$ cat src/rtl/bin2bcd_seq_pkg.sv
// Shared definitions for the sequential double-dabble binary-to-BCD converter.
// Holds the FSM state encoding, the digit width and a sizing helper.
package bin2bcd_seq_pkg;

    localparam int unsigned NIB = 4;

    // 2'd3 is unused and recovers to StIdle.
    typedef enum logic [1:0] {
        StIdle  = 2'd0,
        StShift = 2'd1,
        StDone  = 2'd2
    } state_e;

    function automatic longint unsigned pow10(input int unsigned n);
        longint unsigned r;
        r = 1;
        for (int unsigned i = 0; i < n; i++) begin
            r = r * 10;
        end
        return r;
    endfunction

endpackage

$ cat src/rtl/bin2bcd_seq_if.sv
// Producer/consumer handshake bundle for bin2bcd_seq.
// The master side is the surrounding system; the slave side is the converter.
interface bin2bcd_seq_if #(
    parameter int unsigned WIDTH  = 8,
    parameter int unsigned DIGITS = 3
);

    logic                                        in_valid;
    logic                                        in_ready;
    logic [WIDTH-1:0]                            bin_in;
    logic                                        out_valid;
    logic                                        out_ready;
    logic [bin2bcd_seq_pkg::NIB*DIGITS-1:0]      bcd_out;
    logic                                        busy;

    modport master (
        output in_valid,
        output bin_in,
        output out_ready,
        input  in_ready,
        input  out_valid,
        input  bcd_out,
        input  busy
    );

    modport slave (
        input  in_valid,
        input  bin_in,
        input  out_ready,
        output in_ready,
        output out_valid,
        output bcd_out,
        output busy
    );

endinterface

$ cat src/rtl/nibble_converter.sv
// Double-dabble digit cell: adds 3 to a BCD digit of 5 or more before the shift.
// Carry-out is intentionally dropped; legal digits never overflow.
module nibble_converter (
    input  logic [3:0] digit_i,
    output logic [3:0] digit_o
);

    always_comb begin
        digit_o = digit_i;
        if (digit_i >= 4'd5) begin
            digit_o = digit_i + 4'd3;
        end
    end

endmodule

$ cat src/rtl/bin2bcd_seq.sv
// Sequential binary-to-BCD converter: one double-dabble shift/adjust step per clock,
// valid/ready handshakes on both sides, registered outputs.
module bin2bcd_seq
    import bin2bcd_seq_pkg::*;
#(
    parameter int unsigned WIDTH  = 8,
    parameter int unsigned DIGITS = 3,
    parameter int unsigned CNT_W  = 4
) (
    input  logic             clk,
    input  logic             rst_n,
    bin2bcd_seq_if.slave     bus
);

    localparam int unsigned BcdW = NIB * DIGITS;

    if (pow10(DIGITS) <= ((64'd1 << WIDTH) - 64'd1)) begin : g_bad_digits
        $error("bin2bcd_seq: DIGITS too small for WIDTH");
    end
    if ((64'd1 << CNT_W) <= 64'(WIDTH)) begin : g_bad_cnt
        $error("bin2bcd_seq: CNT_W too small for WIDTH");
    end
    if (WIDTH < 2) begin : g_bad_width
        $error("bin2bcd_seq: WIDTH must be at least 2");
    end

    state_e            state_q, state_d;
    logic [WIDTH-1:0]  bin_sr_q, bin_sr_d;
    logic [BcdW-1:0]   bcd_sr_q, bcd_sr_d;
    logic [BcdW-1:0]   bcd_out_q, bcd_out_d;
    logic [CNT_W-1:0]  cnt_q, cnt_d;
    logic              in_ready_q, in_ready_d;
    logic              out_valid_q, out_valid_d;
    logic              busy_q, busy_d;

    logic [BcdW-1:0]   bcd_adj;
    logic [BcdW-1:0]   bcd_shift;
    logic              unused_adj_msb;

    for (genvar g = 0; g < DIGITS; g++) begin : g_nib
        nibble_converter u_nib (
            .digit_i (bcd_sr_q[g*NIB +: NIB]),
            .digit_o (bcd_adj[g*NIB +: NIB])
        );
    end

    assign bcd_shift      = {bcd_adj[BcdW-2:0], bin_sr_q[WIDTH-1]};
    assign unused_adj_msb = bcd_adj[BcdW-1];

    always_comb begin
        state_d   = state_q;
        bin_sr_d  = bin_sr_q;
        bcd_sr_d  = bcd_sr_q;
        bcd_out_d = bcd_out_q;
        cnt_d     = cnt_q;

        case (state_q)
            StIdle: begin
                if (bus.in_valid && in_ready_q) begin
                    bin_sr_d = bus.bin_in;
                    bcd_sr_d = '0;
                    cnt_d    = CNT_W'(WIDTH);
                    state_d  = StShift;
                end
            end
            StShift: begin
                bin_sr_d = {bin_sr_q[WIDTH-2:0], 1'b0};
                bcd_sr_d = bcd_shift;
                cnt_d    = cnt_q - CNT_W'(1);
                if (cnt_q == CNT_W'(1)) begin
                    // Publish the final shifted value together with the DONE transition.
                    bcd_out_d = bcd_shift;
                    state_d   = StDone;
                end
            end
            StDone: begin
                if (bus.out_ready && out_valid_q) begin
                    state_d = StIdle;
                end
            end
            default: state_d = StIdle;
        endcase

        in_ready_d  = (state_d == StIdle);
        out_valid_d = (state_d == StDone);
        busy_d      = (state_d == StShift);
    end

    always_ff @(posedge clk or negedge rst_n) begin
        if (!rst_n) begin
            state_q     <= StIdle;
            bin_sr_q    <= '0;
            bcd_sr_q    <= '0;
            bcd_out_q   <= '0;
            cnt_q       <= '0;
            in_ready_q  <= 1'b1;
            out_valid_q <= 1'b0;
            busy_q      <= 1'b0;
        end else begin
            state_q     <= state_d;
            bin_sr_q    <= bin_sr_d;
            bcd_sr_q    <= bcd_sr_d;
            bcd_out_q   <= bcd_out_d;
            cnt_q       <= cnt_d;
            in_ready_q  <= in_ready_d;
            out_valid_q <= out_valid_d;
            busy_q      <= busy_d;
        end
    end

    assign bus.in_ready  = in_ready_q;
    assign bus.out_valid = out_valid_q;
    assign bus.busy      = busy_q;
    assign bus.bcd_out   = bcd_out_q;

endmodule

$ cat src/flat_wrapper.sv
// flat-port wrapper written by rule: the top's interface ports become plain ports
module bin2bcd_seq_flat import bin2bcd_seq_pkg::*;
#(
    parameter int unsigned WIDTH  = 8,
    parameter int unsigned DIGITS = 3,
    parameter int unsigned CNT_W  = 4
)
  (clk, rst_n, bus_in_valid, bus_bin_in, bus_out_ready, bus_in_ready, bus_out_valid, bus_bcd_out, bus_busy);
  bin2bcd_seq_if #(.WIDTH(WIDTH), .DIGITS(DIGITS)) bus_i ();
  input  logic clk;
  input  logic rst_n;
  input wire logic [$bits(bus_i.in_valid)-1:0] bus_in_valid;
  input wire logic [$bits(bus_i.bin_in)-1:0] bus_bin_in;
  input wire logic [$bits(bus_i.out_ready)-1:0] bus_out_ready;
  output wire logic [$bits(bus_i.in_ready)-1:0] bus_in_ready;
  output wire logic [$bits(bus_i.out_valid)-1:0] bus_out_valid;
  output wire logic [$bits(bus_i.bcd_out)-1:0] bus_bcd_out;
  output wire logic [$bits(bus_i.busy)-1:0] bus_busy;
  assign bus_i.in_valid = bus_in_valid;
  assign bus_i.bin_in = bus_bin_in;
  assign bus_i.out_ready = bus_out_ready;
  assign bus_in_ready = bus_i.in_ready;
  assign bus_out_valid = bus_i.out_valid;
  assign bus_bcd_out = bus_i.bcd_out;
  assign bus_busy = bus_i.busy;
  bin2bcd_seq #(.WIDTH(WIDTH), .DIGITS(DIGITS), .CNT_W(CNT_W)) u_core (.clk(clk), .rst_n(rst_n), .bus(bus_i));
endmodule
$ cat config.mk
export PLATFORM = sky130hd
export DESIGN_NAME = bin2bcd_seq_flat
export DESIGN_NICKNAME = d
export VERILOG_FILES = /design/src/rtl/bin2bcd_seq_pkg.sv /design/src/rtl/bin2bcd_seq_if.sv /design/src/rtl/nibble_converter.sv /design/src/rtl/bin2bcd_seq.sv /design/src/flat_wrapper.sv
export SDC_FILE = /design/constraint.sdc
export NUM_CORES = 1
export LEC_CHECK = 0
export ABC_CLOCK_PERIOD_IN_PS = 1700
export CORE_UTILIZATION = 51
export CTS_CLUSTER_DIAMETER = 50
export DETAILED_ROUTE_END_ITERATION = 12
export PLACE_DENSITY = 0.87
export SLEW_MARGIN = 25
export SYNTH_ARGS = -nofsm -noshare
export SYNTH_HDL_FRONTEND = slang
export SYNTH_SLANG_ARGS = --single-unit
$ cat constraint.sdc
create_clock -name clk -period 1.7 [get_ports clk]
set_input_delay 0.425 -clock clk [delete_from_list [all_inputs] [get_ports clk]]
set_output_delay 0.425 -clock clk [all_outputs]
set_load 0.01 [all_outputs]
==> results summary <==
In this run the clock root is driven by a sky130_fd_sc_hd__clkbuf_8. The count of boundary I/O pins came out at 27. The number of buffers added by the clock tree synthesis step is 5. The post-layout instance area is between 0.002 and 0.0025 mm^2. The number of diodes added for antenna fixing is 0. The insertion delay of the later-clocked pin in the worst-skew pair came out at 0.29 ns. The standard cell core area is 0.00344 mm^2.

The number of placed instances with taps included came out at between 200 and 300. The number of endpoints with negative hold slack in the final report came out at 0. The netlist uses 31 different library cells. The slew of the pin with the lowest slew margin is 0.373 ns.

The post-detailed-route DRC marker count came out at 0. The total setup violations reported at the end of the flow is 0. The via count of the first global-routing pass is 1399. The biggest area contributor in the post-synthesis netlist is sky130_fd_sc_hd__dfrtp_1. From bottom edge to top edge, the die measures between 60 and 70 um.

The kind of cell adding the most delay to the critical path is buffers and inverters. In the synthesized netlist, the number of instances is 180. The total design power is 4.36 mW. The total number of placement rows came out at 21. Power spread over the standard cell area amounts to 1860 mW/mm^2. The residual overflow from global routing is 0.

The die width is around 63 um. The synthesized design contains 41 register bits. The number of routed nets with antenna violations came out at 0. The flow ran to the end, and the final reports show no timing, DRC or antenna violations. The total track usage is 0.203. STA classifies the critical path endpoint as an output port. Of the post-synthesis cell area, the dominant cell type holds 0.530. Data on the critical path is required at its endpoint by 1.27 ns. The iteration count of the initial detailed-routing pass is 4.

The initial antenna violation count is 0. The number of clock sinks came out at 41. The number of nets in the layout is 233. The first global-routing pass estimated 6.11 mm of wire.

The number of buffers between clock root and the deepest sink came out at 2. Clock-pin slew was measured on the worst setup and hold paths at approximately 0.080 ns. The number of cells in the finished layout apart from fillers is 260. The final worst-path setup slack came out at 0.0905 ns. The die footprint came out at between 0.003 and 0.004 mm^2. Across all layers, the routed design uses 1420 vias. The detailed router's first-iteration violation count is 87. The Yosys step of the flow raised 0 warnings.

The largest vdd supply drop is 0.996 mV. In this run the worst path has a maximum fanout of 2. The worst endpoint data arrival time is 1.18 ns. The number of maximum-capacitance constraint violations came out at 0. The area of placed instances is 0.00225 mm^2.

The total nets after synthesis came out at 200. The critical path goes through clkdlybuf4s50_1. In this run the tool buffered the top-level ports with 26 buffer cells.

The maximum level of the CTS H-tree came out at 2. The worst slack on hold paths came out at 0.0451 ns. The worst-case setup slack after placement is -0.0994 ns. Counting both buffers and inverters, the worst setup path holds a total of 1. The post-route clock skew is 0.00428 ns. The detailed placer's ending HPWL came out at between 2 and 3 mm. The routed via count divided by cell count came out at 5.46.

The number of max-slew violations in the final report was 0. Timing would allow up to 621 MHz. The initial core utilization came out at 0.549. The final wirelength came out at 3.58 mm. The slowest stage of the critical path belongs to the cell sky130_fd_sc_hd__clkdlybuf4s50_1. Dividing the detail-routed wire length by the instance count gives 13.8 um. Entering global routing, the biggest net connects 27 pins. The post-synthesis to final-layout area growth came out at 23.9%. The share of the Yosys chip area taken by registers is 0.544. The min-delay analysis places its worst path in the category in2async. In this run the critical register-to-register path is launched from u_core.cnt_q[1]. The combined area of all synthesized cells is 0.00189 mm^2. Summed over all cells, the static leakage comes to 1.08 nW. After clock tree synthesis, the flow added hold-fix buffers numbering 0. Dividing the final minimum period by the clock period gives 0.947. The routability congestion estimate from global placement came out at 0.785.

The worst setup path is launched from a flip-flop. Tracing the worst setup path back leads to its startpoint at u_core.bus.bcd_out[3]. Counting I/O delays and the setup requirement, the final critical path takes 1.61 ns. The post-layout utilization of the core came out at 0.680. Ranked by total cell area, the synthesized netlist is headed by sky130_fd_sc_hd__dfrtp_1 (53%), sky130_fd_sc_hd__nand2_1 (7.0%), sky130_fd_sc_hd__ha_1 (5.3%). TritonCTS built the clock tree. The share of cells above drive strength 1 is 0.140. The critical path in this run is classified as reg2out.

The worst max-slew margin expressed relative to the limit is 0.748. Setup repair after global routing left no endpoint under its margin. The total negative slack for setup checks is 0 ns. After synthesis, the mean cell area works out to 10.5 um^2.

On the worst path, the slowest cell contributes a delay of 0.54 ns.
[power by group]
part	leakage (nW)	switching, mW	internal (mW)
clock network	0.0450	0.314	0.284
logic	0.508	1.03	0.997
registers	0.528	0.335	1.40
total	1.08	1.68	2.68
[layout make-up]
cell class                      instances  area (um^2)
Timing Repair Buffer                   35          347
Sequential cell                        41         1030
Fill cell                             274         1100
Clock inverter                          2         10.0
Multi-Input combinational cell        122          796
Inverter                                8         30.0
Tap cell                               46         57.6
Clock buffer                            6         72.6
[synthesized netlist by cell type, drive strengths merged]
cell type,count
dfrtp,40
nand2,35
o21ai,17
a21oi,9
a22oi,9
ha,8
inv,8
buf,7
mux2,6
nor3b,6
a22o,5
nand2b,4
nor3,4
mux2i,3
nand3,3
xnor2,3
clkbuf,2
o21bai,2
dfstp,1
nand3b,1
nor2,1
nor2b,1
nor4,1
nor4bb,1
o21a,1
o22ai,1
o31ai,1
[routing by layer]
| metal | GRT usage | vias up | share of wire | wire, um |
|---|---|---|---|---|
| met5 | 0 | - | 0 | 0 |
| met4 | 0.0785 | 0 | 0.010 | 36 |
| met3 | 0.0639 | 4 | 0.045 | 160 |
| met2 | 0.342 | 39 | 0.50 | 1770 |
| met1 | 0.241 | 690 | 0.45 | 1610 |
| li1 | - | 687 | - | - |
[cell usage in the layout, fill, tap and decap left out, types with 2 or more instances in the layout]
cell type / count
sky130_fd_sc_hd__a22o_1: 5
sky130_fd_sc_hd__a21oi_1: 7
sky130_fd_sc_hd__clkbuf_8: 5
sky130_fd_sc_hd__nand3_1: 3
sky130_fd_sc_hd__o21ai_1: 3
sky130_fd_sc_hd__buf_12: 2
sky130_fd_sc_hd__ha_1: 7
sky130_fd_sc_hd__buf_4: 7
sky130_fd_sc_hd__dfrtp_1: 40
sky130_fd_sc_hd__a21oi_2: 2
sky130_fd_sc_hd__clkinv_2: 2
sky130_fd_sc_hd__mux2_2: 6
sky130_fd_sc_hd__xnor2_1: 3
sky130_fd_sc_hd__o21bai_1: 2
sky130_fd_sc_hd__mux2i_1: 3
sky130_fd_sc_hd__nand2_1: 35
sky130_fd_sc_hd__nor3b_1: 5
sky130_fd_sc_hd__a22oi_1: 9
sky130_fd_sc_hd__inv_1: 8
sky130_fd_sc_hd__nand2b_1: 4
sky130_fd_sc_hd__o21ai_0: 14
sky130_fd_sc_hd__clkdlybuf4s50_1: 24
sky130_fd_sc_hd__nor3_1: 4
[path summary, 6_finish.rpt]
kind | depth (start not counted) | end | slack, ns
max | 1 | bus_bcd_out[3] | 0.09
min | 1 | u_core.bus.bcd_out[11] | 0.05
max reg2reg | 6 | u_core.bus.bcd_out[2] | 0.11
min reg2reg | 2 | u_core.bin_sr_q[3] | 0.49
max in group asynchronous | 2 | u_core.bus.bcd_out[1] | 1.20
min in group clk | 2 | u_core.bin_sr_q[3] | 0.49
[flip-flops by register name, indices dropped and copies added (netlist names)]
| name | flops |
|---|---|
| u_core.cnt_q | 4 |
| u_core.bus.bcd_out | 12 |
| u_core.bus.in_ready | 1 |
| u_core.bus.out_valid | 1 |
| u_core.bcd_sr_q | 12 |
| u_core.bin_sr_q | 8 |
| u_core.bus.busy | 1 |
| u_core.state_q | 2 |
[cells by family (layout without fill, tap and decap cells)]
kind of cell,Yosys count,in the layout,share of synthesized area
flip-flops,41,41,0.544
buffers and inverters,17,51,0.0431
AO/OA/AOI/OAI,45,45,0.147
multiplexers,9,9,0.0517
XOR/XNOR,3,3,0.0139
AND/OR/NAND/NOR,57,57,0.147
adder cells (fa/ha/maj),8,8,0.0530
[timing repair]
item                       4_1_cts  5_1_grt
buffers inserted                 0        0
setup endpoints to repair        1        5
gates resized for setup          1        3
Note: power is estimated with default switching activity, not from simulation.
